==> src/rtl/down_counter_timer_ctrl_pkg.sv <==
// Shared definitions for the down-counter timer controller: state encoding and default width.
package down_counter_timer_ctrl_pkg;

    localparam int DEFAULT_WIDTH = 4;

    typedef enum logic [1:0] {
        IDLE   = 2'd0,
        RUN    = 2'd1,
        PAUSED = 2'd2,
        DONE   = 2'd3
    } state_e;

endpackage

==> src/rtl/down_counter_timer_ctrl_core.sv <==
// Loadable WIDTH-bit down counter datapath; load beats enable and the count never wraps below zero.
module down_counter_core
    import down_counter_timer_ctrl_pkg::*;
#(
    parameter int WIDTH = DEFAULT_WIDTH
) (
    input  logic             clk,
    input  logic             rst,
    input  logic             load,
    input  logic [WIDTH-1:0] load_val,
    input  logic             en,
    output logic [WIDTH-1:0] q,
    output logic             is_one
);

    logic [WIDTH-1:0] q_q;
    logic [WIDTH-1:0] q_d;

    always_comb begin
        q_d = q_q;
        if (load) begin
            q_d = load_val;
        end else if (en && (q_q != '0)) begin
            q_d = q_q - WIDTH'(1);
        end
    end

    always_ff @(posedge clk) begin
        if (rst) begin
            q_q <= '0;
        end else begin
            q_q <= q_d;
        end
    end

    assign q      = q_q;
    assign is_one = (q_q == WIDTH'(1));

endmodule

==> src/rtl/down_counter_timer_ctrl.sv <==
// Timer sequencing FSM: owns the down counter, the reload value and the sticky expiry irq.
module down_counter_timer_ctrl
    import down_counter_timer_ctrl_pkg::*;
#(
    parameter int WIDTH = DEFAULT_WIDTH
) (
    input  logic             clk,
    input  logic             rst,
    input  logic             start,
    input  logic [WIDTH-1:0] load_val,
    input  logic             auto_reload,
    input  logic             pause,
    input  logic             abort,
    input  logic             irq_clr,
    output logic [WIDTH-1:0] count,
    output logic             busy,
    output logic             done,
    output logic             irq
);

    state_e           state_q;
    state_e           state_d;
    logic [WIDTH-1:0] reload_q;
    logic [WIDTH-1:0] reload_d;
    logic             irq_q;
    logic             irq_d;
    logic             core_load;
    logic [WIDTH-1:0] core_load_val;
    logic             core_en;
    logic             core_is_one;

    down_counter_core #(.WIDTH(WIDTH)) u_core (
        .clk      (clk),
        .rst      (rst),
        .load     (core_load),
        .load_val (core_load_val),
        .en       (core_en),
        .q        (count),
        .is_one   (core_is_one)
    );

    always_ff @(posedge clk) begin
        if (rst) begin
            state_q  <= IDLE;
            reload_q <= '0;
            irq_q    <= 1'b0;
        end else begin
            state_q  <= state_d;
            reload_q <= reload_d;
            irq_q    <= irq_d;
        end
    end

    // Abort outranks everything, so it is tested before any per-state decision.
    always_comb begin
        state_d = state_q;
        unique case (state_q)
            IDLE: begin
                if (!abort && start) begin
                    state_d = (load_val != '0) ? RUN : DONE;
                end
            end
            RUN: begin
                if (abort) begin
                    state_d = IDLE;
                end else if (pause) begin
                    state_d = PAUSED;
                end else if (core_is_one) begin
                    state_d = DONE;
                end
            end
            PAUSED: begin
                if (abort) begin
                    state_d = IDLE;
                end else if (!pause) begin
                    state_d = RUN;
                end
            end
            DONE: begin
                if (abort) begin
                    state_d = IDLE;
                end else if (auto_reload && (reload_q != '0)) begin
                    state_d = RUN;
                end else begin
                    state_d = IDLE;
                end
            end
            default: state_d = IDLE;
        endcase
    end

    always_comb begin
        core_load     = 1'b0;
        core_load_val = '0;
        core_en       = 1'b0;
        reload_d      = reload_q;
        unique case (state_q)
            IDLE: begin
                if (!abort && start) begin
                    core_load     = 1'b1;
                    core_load_val = load_val;
                    reload_d      = load_val;
                end
            end
            RUN: begin
                if (abort) begin
                    core_load = 1'b1;
                end else if (!pause) begin
                    core_en = 1'b1;
                end
            end
            PAUSED: begin
                core_load = abort;
            end
            DONE: begin
                if (abort) begin
                    core_load = 1'b1;
                end else if (auto_reload && (reload_q != '0)) begin
                    core_load     = 1'b1;
                    core_load_val = reload_q;
                end
            end
            default: core_load = 1'b1;
        endcase
    end

    // irq rises together with done and cannot be cleared during the done cycle.
    always_comb begin
        irq_d = irq_q;
        if ((state_d == DONE) || (state_q == DONE)) begin
            irq_d = 1'b1;
        end else if (irq_clr) begin
            irq_d = 1'b0;
        end
    end

    assign busy = (state_q != IDLE);
    assign done = (state_q == DONE);
    assign irq  = irq_q;

endmodule

==> config.mk <==
export PLATFORM = sky130hd
export DESIGN_NAME = down_counter_timer_ctrl
export DESIGN_NICKNAME = d
export VERILOG_FILES = /design/src/rtl/down_counter_timer_ctrl_pkg.sv /design/src/rtl/down_counter_timer_ctrl_core.sv /design/src/rtl/down_counter_timer_ctrl.sv
export SDC_FILE = /design/constraint.sdc
export NUM_CORES = 1
export LEC_CHECK = 0
export CORE_MARGIN = 2
export CORE_UTILIZATION = 40
export CTS_CLUSTER_SIZE = 10
export DETAILED_ROUTE_END_ITERATION = 6
export GPL_TIMING_DRIVEN = 1
export PLACE_DENSITY = 0.66
export REMOVE_ABC_BUFFERS = 1
export SETUP_SLACK_MARGIN = 0.3
export SLEW_MARGIN = 5
export SYNTH_ARGS = -nofsm -noshare
export SYNTH_HDL_FRONTEND = slang
export SYNTH_SLANG_ARGS = --single-unit
export TNS_END_PERCENT = 20
==> constraint.sdc <==
create_clock -name clk -period 2.2 [get_ports clk]
set_input_delay 0.33 -clock clk [delete_from_list [all_inputs] [get_ports clk]]
set_output_delay 0.33 -clock clk [all_outputs]
set_load 0.005 [all_outputs]
==> impl_table.tex <==
\begin{tabular}{lr}
\hline
Metric & Value \\
\hline
\multicolumn{2}{l}{\textbf{Run status}} \\
Status & complete, no violations \\
\multicolumn{2}{l}{\textbf{Clocking}} \\
Maximum level of the CTS H-tree & 1 \\
Clock root buffer & sky130\_fd\_sc\_hd\_\_clkbuf\_4 \\
Clock Latency Late Sink & 0.26 ns \\
CTS tree & done \\
Post-CTS clock slew at the launch and capture registers of the worst setup and hold paths & 0.07 ns \\
Hold-fix buffers, CTS & 0 \\
Maximum buffer depth of the clock tree & 2 \\
Clock buffers created by TritonCTS & 3 \\
Clock sink total & 11 \\
\multicolumn{2}{l}{\textbf{Route}} \\
Routed length per instance & 13.4 um \\
Number of search-and-repair iterations in the first detailed-routing pass & 4 \\
Vias & 753 \\
Aggregate routed wire length & 1820 um \\
Via density per instance & 5.54 \\
Number of DRC markers in iteration 0 & 28 \\
Drt drc & 0 \\
Number of antenna-violating nets in the routed design & 0 \\
\multicolumn{2}{l}{\textbf{Yosys}} \\
Complex-gate fraction of the synthesized area & 22.3\% \\
Commonest cells in the netlist & sky130\_fd\_sc\_hd\_\_dfxtp\_1 (11), sky130\_fd\_sc\_hd\_\_a21oi\_1 (10), sky130\_fd\_sc\_hd\_\_inv\_1 (7), sky130\_fd\_sc\_hd\_\_ha\_1 (6), sky130\_fd\_sc\_hd\_\_nand2\_1 (6) \\
Adder and majority gate portion of the synthesized area & 9.69\% \\
Primary FF master, synth & sky130\_fd\_sc\_hd\_\_dfxtp\_1 \\
Synthesized flop and latch total & 11 \\
Area share of and/or/nand/nor cells after synthesis & 30.5\% \\
Gate count of the mapped netlist & 91 \\
Synth Area in XOR/XNOR & 2.26\% \\
Post-synthesis average cell area & 8.51 um\^{}2 \\
Post-synth cell types & 35 \\
Most frequent cell after synthesis & sky130\_fd\_sc\_hd\_\_dfxtp\_1 \\
Top cell type's share of synthesized area & 28.4\% \\
Mux cell area share after synthesis & 1.29\% \\
Number of warnings issued by yosys & 0 \\
Post-synthesis cell area & 774 um\^{}2 \\
Synth async-reset ratio & 0\% \\
Sequential share of the synthesized area & 28.4\% \\
Largest family of logic cells by synthesized area & simple AND/OR/NAND/NOR gates \\
Cell types with the largest area share after synthesis & sky130\_fd\_sc\_hd\_\_dfxtp\_1 (28\%), sky130\_fd\_sc\_hd\_\_ha\_1 (9.7\%), sky130\_fd\_sc\_hd\_\_a21oi\_1 (6.5\%), sky130\_fd\_sc\_hd\_\_nand4b\_1 (4.5\%), sky130\_fd\_sc\_hd\_\_a221oi\_4 (3.4\%) \\
Yosys top cell by area & sky130\_fd\_sc\_hd\_\_dfxtp\_1 \\
Post-synth EDFFs & 0 \\
\multicolumn{2}{l}{\textbf{Setup path}} \\
Max incr delay on CP & 0.54 ns \\
Kind of capture point of the worst setup path & output pin \\
Type of element launching the critical path & register \\
Cell at the slowest stage of the critical path & sky130\_fd\_sc\_hd\_\_clkdlybuf4s50\_1 \\
Setup slack on the worst flop-to-flop path & 0.43 ns \\
Gate family responsible for the most delay along the worst path & buffers and inverters \\
Worst path arrival time & 1.46 ns \\
Top fanout value on the critical path & 7 \\
Data required time of the critical path & 1.87 ns \\
Worst Setup Path Type & register to output pin \\
Cells traversed along the worst timing path & ha\_1 -> clkdlybuf4s50\_1 \\
Number of buffers and inverters on the critical path & 1 \\
\multicolumn{2}{l}{\textbf{Pwr}} \\
Power per standard cell area & 526 nW/um\^{}2 \\
Standby leakage power & 0.414 nW \\
Highest ir drop seen on vdd & 0.301 mV \\
\multicolumn{2}{l}{\textbf{Floorplan}} \\
Area of the core & 1780 um\^{}2 \\
Placement row count & 15 \\
Chip height & 48 um \\
Die outline width & 48 um \\
Boundary Pins & 18 \\
Initial Util & 43.4\% \\
Die Area & 2300 um\^{}2 \\
\multicolumn{2}{l}{\textbf{Global routing}} \\
Antenna violations before repair & 0 \\
Global-route congestion overflow total & 0 \\
Number of global-route vias before repair & 661 \\
Global-route wire length before repair & 2890 um \\
Global routing usage summed across all routing layers & 18.4\% \\
Maximum number of pins on one net before global-route repair & 11 \\
\multicolumn{2}{l}{\textbf{Timing}} \\
Post-layout min period & 1.79 ns \\
Unrepaired setup endpoints after global routing & yes \\
Number of pins with negative max-slew slack in the final report & 0 \\
Setup Total Neg Slack & 0 ns \\
Clk\_skew & 0.00279 ns \\
Post-layout worst setup margin & 0.415 ns \\
Max\_slew headroom & 76.5\% \\
Least-Margin Pin Slew & 0.353 ns \\
Final count of hold timing violations & 0 \\
Number of failing setup endpoints in the final timing report & 0 \\
Fin crit share & 81.2\% \\
Peak Freq & 560 MHz \\
\multicolumn{2}{l}{\textbf{Placement}} \\
Routability congestion estimate & 0.816 \\
Cell Area, Placed & 982 um\^{}2 \\
Placed wire-length estimate & 1430 um \\
Worst setup slack after placement & 0.231 ns \\
Total of buffers placed on input and output ports & 17 \\
\multicolumn{2}{l}{\textbf{Cells and area}} \\
Layout Area Growth over Synthesis & 33.1\% \\
FF/Latch Area & 228 um\^{}2 \\
Layout cell share with drive strength beyond 1 & 14.4\% \\
Antenna cell count & 0 \\
Final cell area excluding filler cells & 1030 um\^{}2 \\
Nets@finish & 129 \\
Multi-input logic area & 524 um\^{}2 \\
Number of filler cells placed in the layout & 169 \\
\multicolumn{2}{l}{\textbf{Worst hold path}} \\
Worst hold path class & register to register \\
\multicolumn{2}{l}{\textbf{Run}} \\
Reported max-cap violation count & 0 \\
\hline
\end{tabular}
routing by layer:
metal | share of wire [%] | global-route usage (%)
met3 | 4.4 | 5.66
met1 | 46 | 22.2
met4 | 0.88 | 4.86
met2 | 49 | 31.5
met5 | 0 | 0
tightest hold or removal path, stage by stage (launching register included):
cell and delay (ns):
sky130_fd_sc_hd__dfxtp_1 0.33, sky130_fd_sc_hd__nand2_1 0.06, sky130_fd_sc_hd__a21oi_1 0.05
repair_timing:
item,CTS,global route
gates resized for setup,4,3
setup endpoints to repair,4,2
setup buffers,0,0
state kept, by name, indices dropped and copies added (netlist names):
register	flops
reload_q	4
state_q	2
irq	1
u_core.q	4
metrics by stage:
step | utilization (%) | instances | power (mW) | hold slack, ns
3_3_place_gp | 55.1 | 132 | 0.397 | 0.468
5_1_grt | 57.8 | 136 | 0.577 | 0.500
2_1_floorplan | - | 87 | 0.327 | 0.399
4_1_cts | 57.4 | 136 | 0.549 | 0.484
6_report | 57.8 | 136 | 0.542 | 0.479
3_5_place_dp | 55.1 | 132 | 0.400 | 0.474
final timing paths:
path          startpoint     endpoint  cells after the start
min reg2reg  reload_q[0]  reload_q[0]                      2
max reg2reg   state_q[0]  u_core.q[3]                      6
min          reload_q[0]  reload_q[0]                      2
max           state_q[0]         done                      2
cell type report:
type / count / share of cell area (%)
Timing Repair Buffer: 20 / 18.9
Inverter: 7 / 2.55
Clock buffer: 4 / 2.55
Tap cell: 25 / 3.03
Multi-Input combinational cell: 69 / 50.8
Sequential cell: 11 / 22.1
layout by cell type (no fill, tap or decap):
| cell type | instances |
|---|---|
| sky130_fd_sc_hd__or3_2 | 2 |
| sky130_fd_sc_hd__nor3_1 | 2 |
| sky130_fd_sc_hd__a221o_1 | 1 |
| sky130_fd_sc_hd__nor2_1 | 4 |
| sky130_fd_sc_hd__nand3_1 | 4 |
| sky130_fd_sc_hd__clkbuf_1 | 1 |
| sky130_fd_sc_hd__nor3b_4 | 1 |
| sky130_fd_sc_hd__nand2_1 | 6 |
| sky130_fd_sc_hd__dfxtp_4 | 2 |
| sky130_fd_sc_hd__xor2_1 | 2 |
| sky130_fd_sc_hd__a21o_1 | 1 |
| sky130_fd_sc_hd__dlymetal6s2s_1 | 1 |
| sky130_fd_sc_hd__or3_1 | 1 |
| sky130_fd_sc_hd__or4_4 | 1 |
| sky130_fd_sc_hd__nand2b_1 | 2 |
| sky130_fd_sc_hd__a21oi_1 | 10 |
| sky130_fd_sc_hd__and3_1 | 1 |
| sky130_fd_sc_hd__or4_1 | 1 |
| sky130_fd_sc_hd__a22oi_1 | 3 |
| sky130_fd_sc_hd__o22ai_1 | 1 |
| sky130_fd_sc_hd__ha_1 | 5 |
| sky130_fd_sc_hd__mux2i_1 | 1 |
| sky130_fd_sc_hd__ha_4 | 1 |
| sky130_fd_sc_hd__a31oi_1 | 1 |
| sky130_fd_sc_hd__clkbuf_4 | 3 |
| sky130_fd_sc_hd__nand3b_1 | 1 |
| sky130_fd_sc_hd__o21ai_0 | 2 |
| sky130_fd_sc_hd__or3b_2 | 1 |
| sky130_fd_sc_hd__dfxtp_1 | 9 |
| sky130_fd_sc_hd__inv_1 | 7 |
| sky130_fd_sc_hd__buf_4 | 3 |
| sky130_fd_sc_hd__nand4b_1 | 4 |
| sky130_fd_sc_hd__o21ba_2 | 1 |
| sky130_fd_sc_hd__nor3b_1 | 1 |
| sky130_fd_sc_hd__nor2b_1 | 1 |
| sky130_fd_sc_hd__a211oi_1 | 2 |
| sky130_fd_sc_hd__clkdlybuf4s50_1 | 16 |
| sky130_fd_sc_hd__a221oi_4 | 1 |
| sky130_fd_sc_hd__a221oi_1 | 1 |
| sky130_fd_sc_hd__and3b_1 | 3 |
report_power, final:
part,internal (mW),leakage (nW),switching (mW),total [mW]
Combinational,0.0939,0.308,0.0833,0.177
Sequential,0.213,0.0911,0.0153,0.229
Clock,0.0701,0.0150,0.0659,0.136
logic make-up after synthesis:
kind of cell,count (synthesis)
mux,1
fa+ha+maj,6
flops,11
simple gates,36
compound gates,24
buf+inv,11
xor+xnor,2
Note: power is estimated with default switching activity, not from simulation.
